**config.mk**
```make
export PLATFORM = sky130hd
export DESIGN_NAME = uart_byte_tx_flat
export DESIGN_NICKNAME = d
export VERILOG_FILES = /design/src/rtl/uart_pkg.sv /design/src/rtl/uart_byte_tx_if.sv /design/src/rtl/uart_baud_tick.sv /design/src/rtl/uart_byte_tx.sv /design/src/flat_wrapper.sv
export SDC_FILE = /design/constraint.sdc
export NUM_CORES = 1
export LEC_CHECK = 0
export CAP_MARGIN = 20
export CORE_ASPECT_RATIO = 0.7
export CORE_MARGIN = 1.5
export CORE_UTILIZATION = 40
export DETAILED_ROUTE_END_ITERATION = 7
export PLACE_DENSITY = 0.6
export SLEW_MARGIN = 0
export SYNTH_ARGS = -nofsm -noshare
export SYNTH_HDL_FRONTEND = slang
export SYNTH_SLANG_ARGS = --single-unit
export TNS_END_PERCENT = 10
```
**constraint.sdc**
```tcl
create_clock -name sys_clk -period 7.1 [get_ports sys_clk]
set_clock_uncertainty 0.2 [all_clocks]
set_input_delay 0.71 -clock sys_clk [delete_from_list [all_inputs] [get_ports sys_clk]]
set_output_delay 0.71 -clock sys_clk [all_outputs]
set_load 0.01 [all_outputs]
```
**src/rtl/uart_pkg.sv**
```systemverilog
// Shared constants and helpers for the byte-wide 8N1 UART transmitter.
package uart_pkg;

  localparam int unsigned DEF_CLK_FREQ = 50_000_000;
  localparam int          DATA_W       = 8;
  localparam int          DIV_W        = 24;
  localparam int          FRAME_BITS   = 10;
  localparam int          BIT_W        = 4;

  localparam int unsigned RATE_9600    = 9600;
  localparam int unsigned RATE_19200   = 19200;
  localparam int unsigned RATE_38400   = 38400;
  localparam int unsigned RATE_57600   = 57600;
  localparam int unsigned RATE_115200  = 115200;

  // Bit-period divisors at the default system clock.
  localparam int unsigned DIV_9600     = DEF_CLK_FREQ / RATE_9600;
  localparam int unsigned DIV_19200    = DEF_CLK_FREQ / RATE_19200;
  localparam int unsigned DIV_38400    = DEF_CLK_FREQ / RATE_38400;
  localparam int unsigned DIV_57600    = DEF_CLK_FREQ / RATE_57600;
  localparam int unsigned DIV_115200   = DEF_CLK_FREQ / RATE_115200;

  typedef enum logic [2:0] {
    BAUD_9600   = 3'd0,
    BAUD_19200  = 3'd1,
    BAUD_38400  = 3'd2,
    BAUD_57600  = 3'd3,
    BAUD_115200 = 3'd4
  } baud_sel_e;

  typedef enum logic {
    ST_IDLE = 1'b0,
    ST_SEND = 1'b1
  } tx_state_e;

  localparam logic [BIT_W-1:0] LAST_BIT = BIT_W'(FRAME_BITS - 1);

  // Unlisted encodings fall back to 9600 baud.
  function automatic logic [DIV_W-1:0] baud_div(input logic [2:0] sel,
                                                input int unsigned clk_freq);
    case (sel)
      BAUD_19200:  return DIV_W'(clk_freq / RATE_19200);
      BAUD_38400:  return DIV_W'(clk_freq / RATE_38400);
      BAUD_57600:  return DIV_W'(clk_freq / RATE_57600);
      BAUD_115200: return DIV_W'(clk_freq / RATE_115200);
      default:     return DIV_W'(clk_freq / RATE_9600);
    endcase
  endfunction

  // Line level for frame position idx: start, data LSB first, stop.
  function automatic logic frame_bit(input logic [DATA_W-1:0] d,
                                     input logic [BIT_W-1:0]  idx);
    logic [2:0] sel;
    sel = 3'(idx - BIT_W'(1));
    if (idx == '0)            return 1'b0;
    else if (idx >= LAST_BIT) return 1'b1;
    else                      return d[sel];
  endfunction

endpackage

```
**src/rtl/uart_byte_tx_if.sv**
```systemverilog
// Request/status bundle between on-chip logic and the UART transmitter.
interface uart_byte_tx_if;
  import uart_pkg::*;

  logic              send_en;
  logic [DATA_W-1:0] databyte;
  logic [2:0]        baud_set;
  logic              uart_tx;
  logic              tx_done;
  logic              uart_state;

  modport master (
    output send_en, databyte, baud_set,
    input  uart_tx, tx_done, uart_state
  );

  modport slave (
    input  send_en, databyte, baud_set,
    output uart_tx, tx_done, uart_state
  );

endinterface

```
**src/rtl/uart_baud_tick.sv**
```systemverilog
// Bit-period counter: strobes on the last clock of each bit while enabled.
module uart_baud_tick
  import uart_pkg::*;
(
  input  logic             clk,
  input  logic             rst,
  input  logic             en,
  input  logic [DIV_W-1:0] div,
  output logic             tick
);

  logic [DIV_W-1:0] cnt;
  logic             last;

  assign last = (cnt == div - DIV_W'(1));
  assign tick = en & last;

  always_ff @(posedge clk or posedge rst) begin
    if (rst)              cnt <= '0;
    else if (!en || last) cnt <= '0;
    else                  cnt <= cnt + DIV_W'(1);
  end

endmodule

```
**src/rtl/uart_byte_tx.sv**
```systemverilog
// Single-byte 8N1 UART transmitter with selectable baud rate and a registered line.
module uart_byte_tx
  import uart_pkg::*;
#(
  parameter int unsigned CLK_FREQ = DEF_CLK_FREQ
) (
  input  logic           sys_clk,
  input  logic           sys_rst,
  uart_byte_tx_if.slave  bus
);

  tx_state_e         state, state_nxt;
  logic [BIT_W-1:0]  bit_idx, bit_idx_nxt;
  logic [DATA_W-1:0] data_lat;
  logic [DIV_W-1:0]  div_lat;
  logic              latch_en;
  logic              bit_tick;
  logic              tx_q, tx_nxt;
  logic              done_q, done_nxt;
  logic              busy_q, busy_nxt;

  uart_baud_tick u_baud_tick (
    .clk  (sys_clk),
    .rst  (sys_rst),
    .en   (state == ST_SEND),
    .div  (div_lat),
    .tick (bit_tick)
  );

  always_ff @(posedge sys_clk or posedge sys_rst) begin
    if (sys_rst) begin
      state    <= ST_IDLE;
      bit_idx  <= '0;
      tx_q     <= 1'b1;
      done_q   <= 1'b0;
      busy_q   <= 1'b0;
      data_lat <= '0;
      div_lat  <= '0;
    end else begin
      state   <= state_nxt;
      bit_idx <= bit_idx_nxt;
      tx_q    <= tx_nxt;
      done_q  <= done_nxt;
      busy_q  <= busy_nxt;
      if (latch_en) begin
        data_lat <= bus.databyte;
        div_lat  <= baud_div(bus.baud_set, CLK_FREQ);
      end
    end
  end

  // Outputs are computed one clock ahead so the line and status stay registered.
  always_comb begin
    state_nxt   = state;
    bit_idx_nxt = bit_idx;
    tx_nxt      = 1'b1;
    done_nxt    = 1'b0;
    busy_nxt    = 1'b0;
    latch_en    = 1'b0;
    case (state)
      ST_IDLE: begin
        if (bus.send_en) begin
          state_nxt   = ST_SEND;
          bit_idx_nxt = '0;
          tx_nxt      = 1'b0;
          busy_nxt    = 1'b1;
          latch_en    = 1'b1;
        end
      end
      ST_SEND: begin
        busy_nxt = 1'b1;
        tx_nxt   = frame_bit(data_lat, bit_idx);
        if (bit_tick) begin
          if (bit_idx == LAST_BIT) begin
            state_nxt   = ST_IDLE;
            bit_idx_nxt = '0;
            tx_nxt      = 1'b1;
            done_nxt    = 1'b1;
            busy_nxt    = 1'b0;
          end else begin
            bit_idx_nxt = bit_idx + BIT_W'(1);
            tx_nxt      = frame_bit(data_lat, bit_idx + BIT_W'(1));
          end
        end
      end
      default: state_nxt = ST_IDLE;
    endcase
  end

  assign bus.uart_tx    = tx_q;
  assign bus.tx_done    = done_q;
  assign bus.uart_state = busy_q;

endmodule

```
**src/flat_wrapper.sv**
```systemverilog
// flat-port wrapper written by rule: the top's interface ports become plain ports
module uart_byte_tx_flat import uart_pkg::*;
#(
  parameter int unsigned CLK_FREQ = DEF_CLK_FREQ
)
  (sys_clk, sys_rst, bus_send_en, bus_databyte, bus_baud_set, bus_uart_tx, bus_tx_done, bus_uart_state);
  uart_byte_tx_if bus_i ();
  input  logic sys_clk;
  input  logic sys_rst;
  input wire logic [$bits(bus_i.send_en)-1:0] bus_send_en;
  input wire logic [$bits(bus_i.databyte)-1:0] bus_databyte;
  input wire logic [$bits(bus_i.baud_set)-1:0] bus_baud_set;
  output wire logic [$bits(bus_i.uart_tx)-1:0] bus_uart_tx;
  output wire logic [$bits(bus_i.tx_done)-1:0] bus_tx_done;
  output wire logic [$bits(bus_i.uart_state)-1:0] bus_uart_state;
  assign bus_i.send_en = bus_send_en;
  assign bus_i.databyte = bus_databyte;
  assign bus_i.baud_set = bus_baud_set;
  assign bus_uart_tx = bus_i.uart_tx;
  assign bus_tx_done = bus_i.tx_done;
  assign bus_uart_state = bus_i.uart_state;
  uart_byte_tx #(.CLK_FREQ(CLK_FREQ)) u_core (.sys_clk(sys_clk), .sys_rst(sys_rst), .bus(bus_i));
endmodule
```
; Yosys cells after proc, flatten, opt, wreduce, memory -nomap -nowiden
; Cells that the tools add are included.
[totals]
romBits = 0
output_inout_bits = 3
n_memories = 0
input_bits = 14
elab_cells = 57
latchBits = 0
ramBits = 0
regBits = 63
[classes]
multipliers = 0
shift = 0
n_eq_ne = 8
add_sub_neg = 5
n_reduce_logical = 5
n_lt_le_gt_ge = 4
div_mod_pow = 0
n_mux = 26
bitwise_logic = 2
[ops]
columns = op, count
row1 = 13-bit one-hot mux with 4 select lines, 1
row2 = 24-bit by 1-bit adder with 24-bit output (second input constant), 1
row3 = 24-bit equality test, 1
row4 = 24-bit 2-to-1 mux, 1
row5 = 24-bit by 1-bit subtractor with 24-bit output (second input constant), 1
row6 = 1-bit 2-to-1 mux, 16
row7 = 4-bit 2-to-1 mux, 3
row8 = 4-bit >= comparator (second input constant), 2
row9 = 4-bit zero test, 2
row10 = 3-bit by 4-bit less-than comparator with 1-bit output (second input constant), 2
row11 = 4-bit one-hot mux with 2 select lines, 1
row12 = 1-bit binary-select mux with 3-bit select, 2
row13 = 3-bit by 2-bit equality test with 1-bit output (second input constant), 2
row14 = 3-bit by 1-bit subtractor with 3-bit output (second input constant), 2
row15 = 4-bit by 1-bit adder with 4-bit output (second input constant), 1
row16 = 4-bit equality test (second input constant), 1
row17 = 2-bit != test (second input constant), 2
row18 = 1-bit one-hot mux with 2 select lines, 2
row19 = 3-bit by 1-bit equality test with 1-bit output (second input constant), 1
row20 = 3-bit equality test (second input constant), 1
row21 = 2-bit AND reduction, 1
row22 = 1-bit bitwise AND, 1
row23 = 1-bit zero test, 1
row24 = 1-bit logical OR, 1
row25 = 1-bit inverter, 1

; Logic depth before layout (Yosys ltp)
; Gate-level depths: netlist of run 1.
[depth]
word_depth = 9
ltp_mapped = 9
depth_no_buf = 9

; Cells and area by module
; From an unflattened synthesis of run 1, not the netlist that was laid out.
[unflattened]
hier_cells = 412
area_unflattened_um2 = 3753.6
[modules_own_cells]
columns = module, area_per_inst_um2, cells_per_inst, instances, seq_area_each_um2
row1 = uart_baud_tick, 2332.2, 267, 1, 600.6
row2 = uart_byte_tx, 1421.4, 145, 1, 676.9

; Worst setup path before layout of run 1
; Ideal clock, no wire load.
[synth_timing]
path_kind = register -> register
start = register u_core.div_lat[4]
end = register u_core.bit_idx[3]
path_buffers = 2
path_stages_with_launch = 10
path_slack_ns = 4.040
setup_time_ns = 0.124
arrival_ns = 2.736
synth_period_minus_slack_ns = 3.060
t_required_ns = 6.776
cell_sequence = dfrtp_1 buf_6 or4_4 buf_6 or3_4 a2111oi_4 nor3_2 nor4_4 a21oi_2 a211o_1
[synth_between]
elab_chain_cells = 5
[synth_rtl]
columns = item, line_no
row1 = start: declaration, uart_byte_tx.sv:15  ; logic [DIV_W-1:0] div_lat;
row2 = start signal: assignment, uart_byte_tx.sv:47  ; div_lat <= baud_div(bus.baud_set, CLK_FREQ);
row3 = 24-bit by 1-bit subtractor with 24-bit output, uart_baud_tick.sv:15  ; assign last = (cnt == div - DIV_W'(1));
row4 = 24-bit equality test, uart_baud_tick.sv:15
row5 = 1-bit bitwise AND, uart_baud_tick.sv:16  ; assign tick = en & last;
row6 = 2-bit != test (no source line), --
row7 = 2-bit AND reduction (no source line), --
row8 = end signal: assignment, uart_byte_tx.sv:41  ; bit_idx <= bit_idx_nxt;
row9 = end: declaration, uart_byte_tx.sv:13  ; logic [BIT_W-1:0] bit_idx, bit_idx_nxt;
; No other way between the ends.
; A chain may end at the register's enable or synchronous reset.

; Worst setup path in the final report of run 1
[layout_timing]
start = register u_core.div_lat[4]
end = register u_core.u_baud_tick.cnt[15]
[layout_between]
elab_chain_cells = 4
[layout_rtl]
columns = item, line_no
row1 = 24-bit by 1-bit subtractor with 24-bit output, uart_baud_tick.sv:15
row2 = 24-bit equality test, uart_baud_tick.sv:15
row3 = 1-bit logical OR, uart_baud_tick.sv:20  ; else if (!en || last) cnt <= '0;
row4 = 24-bit 2-to-1 mux, uart_baud_tick.sv:20
row5 = end signal: assignment, uart_baud_tick.sv:21  ; else cnt <= cnt + DIV_W'(1);
row6 = end: declaration, uart_baud_tick.sv:12  ; logic [DIV_W-1:0] cnt;
; No other way between the ends.

==> out/qor.yml, run 1 <==
status:
  status: "completed"
layout:
  drive_above_1_share: 0.0855
  final_common_cell: "dfrtp_1"
  n_antenna_cell: 0
  final_cell_mix: "dfrtp_1 (50), nand2_1 (46), nor2_1 (43)"
  final.fill_count: 733
  area_growth_pct: 10.8
  multi_input_comb_area_um2: 1630
  nets: 357
  finalInstanceArea_um2: 3370
  regArea_um2: 1280
timing:
  timing.fmax_ghz: 0.298
  rsz0062_at_grt: "false"
  hold_slack_ns: 0.319
  worst-slew-pin-transition_ns: 0.666
  fin_ws_ns: 3.75
  totalNegativeSetupSlack_ns: 0
  slew_violations: 0
  slew_headroom: 0.556
  period_needed_ns: 3.35
  setup_viol: 0
  fin_crit_sh: 0.472
  hold_violations: 0
global_routing:
  grt_pass1_vias: 2219
  grt_pass1_wl_mm: 11.2
  grt_usage: 0.175
  antenna_found_initial: 0
  grt_max_degree: 52
  grt_remaining_overflow: 0
synthesis:
  yosysSeqAreaShare: 0.419
  synth_edf_count: 0
  synth_cells: 326
  ys_warn_count: 0
  synth-seq-cells: 51
  synth_area_um2: 3050
  synthArstFlopShare: 1.00
  synth_cell_types: 52
  synth.avg_cell_area_um2: 9.35
  synthFlopType: "dfrtp_1"
  syn_nets: 345
clock_network:
  cts_root_buffer: "clkbuf_8"
  hold_buffers: 0
  cts_buffers: 5
  post_cts_buffers: 0
  clkSinkCount: 51
  h-tree-depth: 2
  cts_tree: "done"
  clkLatencyLatePin_ns: 0.32
  clkTransAtPathRegs_ns: 0.10
  clock_path_buffers: 2
  ctsResizeCount: 0
setup_path:
  worst-endpoint-arrival_ns: 3.35
  cp_max_fo: 19
  crit_type: "register to register"
  startpoint_type: "register"
  r2r_slack_ns: 3.75
  cp-end-kind: "register"
  cp.required_ns: 7.10
detailed_routing:
  final_antenna_net_count: 0
  vias_per_cell: 5.23
  drt_wl_total_mm: 6.35
  drt_pre_antenna_iters: 4
  dr.first_iter.drc_count: 102
  post_drt_wl_per_cell_um: 14.5
  drc: 0
  dr_total_vias: 2287
die:
  dieHeight_um: 76.0
  ioPinCount: 17
  core_um2: 7350
  die_area_um2: 8160
  die_x_um: 107
  start_util: 0.414
  rows: 26
power_and_ir_drop:
  leakage_nw: 1.44
  max-vdd-ir-drop_mv: 0.124
  totalPowerFinal_mw: 0.806
  p_per_area_nw_per_um2: 239
placement:
  hpwl_mm: 4.65
  place_area_um2: 3260
  gp_congestion: 0.890
  detailedPlace.worstSlack_ns: 3.76
  port_buffers: 16
run:
  maxCapViolCount: 0
hold_path:
  hp-class: "register to register"
==> per-stage QoR <==
step	util	std cells
4_1_cts	0.456	436
6_report	0.459	437
3_5_place_dp	0.444	428
5_1_grt	0.459	437
2_1_floorplan	-	326
3_3_place_gp	0.444	428
==> registers in the layout, indices dropped and copies added, names as in the netlist <==
register / flops
u_core.bit_idx: 4
u_core.bus.tx_done: 1
u_core.bus.uart_state: 1
u_core.bus.uart_tx: 1
u_core.data_lat: 8
u_core.div_lat: 12
u_core.u_baud_tick.cnt: 24
==> logic make-up (layout without fill, tap and decap cells) <==
group                    Yosys count  count (layout)  share of synthesized area
flip-flops                        51              51                      0.419
AO/OA/AOI/OAI                     37              37                     0.0994
buffers and inverters             30              43                     0.0468
AND/OR/NAND/NOR                  155             155                      0.256
multiplexers                       7               7                     0.0394
XOR/XNOR                          40              40                      0.115
adder cells (fa/ha/maj)            6               6                     0.0238
==> metal layers <==
| metal | share of wire | routed length, um | track usage |
|---|---|---|---|
| met5 | 0 | 0 | 0 |
| met4 | 0.011 | 72 | 0.0507 |
| met3 | 0.028 | 177 | 0.0393 |
| met2 | 0.42 | 2650 | 0.233 |
| met1 | 0.54 | 3450 | 0.277 |
==> synthesized netlist by cell type, types with 2 or more instances <==
cell type  number  area, um^2
nand2_1        46         173
or2_2           2        12.5
xnor2_1        24         210
or4_1           3        22.5
mux2i_1         3        30.0
nor4_1          5        31.3
inv_1          16        60.1
dfrtp_1        50        1250
a21o_1          3        22.5
o22ai_1         2        12.5
nor2_1         43         161
or3_1           4        25.0
mux4_2          4        90.1
a21oi_1         6        30.0
xor2_1         16         140
nor2b_1         4        25.0
nor3b_1         3        22.5
a31oi_1         2        12.5
nand3_1        11        55.1
buf_6           4        45.0
and3_1          7        43.8
nor3_1          6        30.0
ha_1            5        62.6
clkbuf_1       10        37.5
o21ai_0        11        55.1
nand4_1         9        56.3
a21oi_2         2        17.5
==> final cells by class <==
type | count | share of cell area
multi-input cells | 245 | 0.482
clock inverters | 3 | 0.00704
well taps | 98 | 0.0363
inverters | 16 | 0.0178
flip-flops and latches | 51 | 0.379
repair buffers | 19 | 0.0578
clock buffers | 5 | 0.0204
==> power by group <==
| part | internal (mW) | switching [mW] |
|---|---|---|
| clock network | 0.0714 | 0.107 |
| logic | 0.124 | 0.109 |
| registers | 0.334 | 0.0605 |
==> worst paths after layout <==
check,from,to,cells past startpoint
max reg2reg,u_core.div_lat[4],u_core.u_baud_tick.cnt[15],7
max,u_core.div_lat[4],u_core.u_baud_tick.cnt[15],7
max in group asynchronous,sys_rst,u_core.bus.uart_tx,3
min in group asynchronous,sys_rst,u_core.bit_idx[3],2
min reg2reg,u_core.data_lat[0],u_core.data_lat[0],2
min,u_core.data_lat[0],u_core.data_lat[0],2
==> worst max-delay path, cell delays in order, from the launching register on <==
cell,delay (ns)
dfrtp_1,0.47
or4_4,0.61
nor4_1,0.47
mux2i_1,0.35
o311ai_4,0.18
o41ai_4,0.54
buf_4,0.32
nor2_1,0.08
(Power assumes the default switching activity.)
==> run 2: changes to the inputs <==
==> constraint.sdc (replaced) <==
create_clock -name sys_clk -period 3.1 [get_ports sys_clk]
set_clock_uncertainty 0.2 [all_clocks]
set_input_delay 0.31 -clock sys_clk [delete_from_list [all_inputs] [get_ports sys_clk]]
set_output_delay 0.31 -clock sys_clk [all_outputs]
set_load 0.01 [all_outputs]
==> run 2 against run 1 <==
Net effect:
- sequential cell count stayed put
- highest routed layer unchanged
- sequential share of layout area fell by 1.4 points
- clock-buffer cell count is the same
- sequential power increased by 130%
- non-clock buffer count is 12 higher
- critical endpoint is now u_core.bit_idx[3]
==> out/qor.yml, run 2 (synthesis results as in run 1) <==
layout:
  final_common_cell: "dfrtp_1"
  final_cell_mix: "dfrtp_1 (50), nand2_1 (46), nor2_1 (43)"
  n_antenna_cell: 0
  area_growth_pct: 14.9
  top_register: "u_core.u_baud_tick.cnt"
  largest_reg_flops: 24
  drive_above_1_share: 0.120
  top_regs: "u_core.u_baud_tick.cnt x24, u_core.div_lat x12, u_core.data_lat x8"
  fin_util: 0.476
  nets: 369
setup_path:
  cp-end-kind: "register"
  slowest_stage: "or4_4"
  cp_max_fo: 8
  path_delay_family: "simple AND/OR/NAND/NOR gates"
  cpPeakStageDelay_ns: 0.58
  crit_type: "register to register"
  startpoint_type: "register"
  worst-endpoint-arrival_ns: 2.98
  cp.required_ns: 3.11
  path_cells: "or4_4 -> or3_4 -> a2111oi_4 -> nor3_2 -> nor4_4 -> buf_4 -> a21oi_2 -> a211o_1"
  crit_buf_inv: 1
clock_network:
  clkLatencyLatePin_ns: 0.32
  h-tree-depth: 2
  hold_buffers: 0
  clkTransAtPathRegs_ns: 0.10
  cts_tree: "done"
  clkSinkCount: 51
  cts_buffers: 5
  clock_path_buffers: 2
  cts_root_buffer: "clkbuf_8"
detailed_routing:
  drc: 0
  dr.first_iter.drc_count: 129
  final_antenna_net_count: 0
  vias_per_cell: 5.16
  drt_pre_antenna_iters: 4
  post_drt_wl_per_cell_um: 14.2
  drt_wl_total_mm: 6.38
  dr_total_vias: 2316
power_and_ir_drop:
  p_per_area_nw_per_um2: 556
  leakage_nw: 1.51
  max-vdd-ir-drop_mv: 0.373
  totalPowerFinal_mw: 1.95
die:
  die_area_um2: 8160
  start_util: 0.414
  rows: 26
  core_um2: 7350
  die_x_um: 107
  ioPinCount: 17
  dieHeight_um: 76.0
timing:
  slew_headroom: 0.607
  hold_violations: 0
  worst-slew-pin-transition_ns: 0.588
  timing.fmax_ghz: 0.336
  rsz0062_at_grt: "false"
  totalNegativeSetupSlack_ns: 0
  setup_viol: 0
  fin_crit_sh: 0.960
  slew_violations: 0
  period_needed_ns: 2.97
global_routing:
  antenna_found_initial: 0
  grt_remaining_overflow: 0
  grt_max_degree: 27
  grt_pass1_wl_mm: 11.1
  grt_usage: 0.173
  grt_pass1_vias: 2240
run:
  maxCapViolCount: 0
placement:
  port_buffers: 16
  hpwl_mm: 4.78
  gp_congestion: 0.829
status:
  status: "completed"
hold_path:
  hp-class: "input pin to async pin"
[run 2: changes by cell type in the layout (fill, tap and decap cells not counted)]
cell / before / now
buf_4: 2 / 13
buf_12: 1 / 2
bufinv_16: 0 / 1
clkinv_4: 0 / 1
clkinvlp_4: 1 / 0
inv_8: 1 / 0
nor3b_1: 3 / 2
nor3b_2: 0 / 1
[run 2: stage by stage]
step	cell area, um^2	hold slack, ns	setup slack (ns)	cells
after detailed placement	3380	0.303	-0.0139	440
final	3500	0.173	0.125	449
after global routing	3500	0.221	0.0190	449
after global placement	3380	0.282	0.0825	440
after floorplan	3050	0.215	0.0399	326
after CTS	3490	0.183	0.0237	448
[run 2: final timing paths]
path                                                 from                          to  slack [ns]  depth (start not counted)
worst min-delay path                              sys_rst  u_core.u_baud_tick.cnt[22]        0.17                          2
worst max-delay path                    u_core.div_lat[4]           u_core.bit_idx[3]        0.13                          8
worst min register to register  u_core.u_baud_tick.cnt[0]   u_core.u_baud_tick.cnt[0]        0.32                          1
max in group asynchronous                         sys_rst          u_core.bus.uart_tx        1.92                          3
min in group sys_clk                      bus_databyte[5]          u_core.data_lat[5]        0.30                          3
worst max register to register          u_core.div_lat[4]           u_core.bit_idx[3]        0.13                          8
[run 2: area by class of cell]
cell class	instances	area, um^2
inverter	16	60.1
multi-input combinational	245	1630
tap	98	123
clock inverter	3	43.8
clock buffer	5	68.8
sequential	51	1280
timing repair buffer	31	298
fill	740	3850
[run 2: timing repair]
action | in CTS | in global routing
gates resized for setup | 0 | 1
setup buffers | 0 | 1
pin swaps | 1 | 2
gates cloned | 0 | 0
endpoints found under the setup margin | 2 | 7
[run 2: per-layer routing]
layer | wire, um | track usage
met4 | 72 | 0.0520
met3 | 217 | 0.0385
met2 | 2670 | 0.238
met1 | 3410 | 0.268
met5 | 0 | 0
[run 2: power by group]
part	total, mW	leakage, nW	internal (mW)	switching (mW)
combinational	0.573	0.794	0.304	0.269
sequential	0.892	0.654	0.764	0.128
clock	0.483	0.0581	0.241	0.242
total	1.95	1.51	1.31	0.640
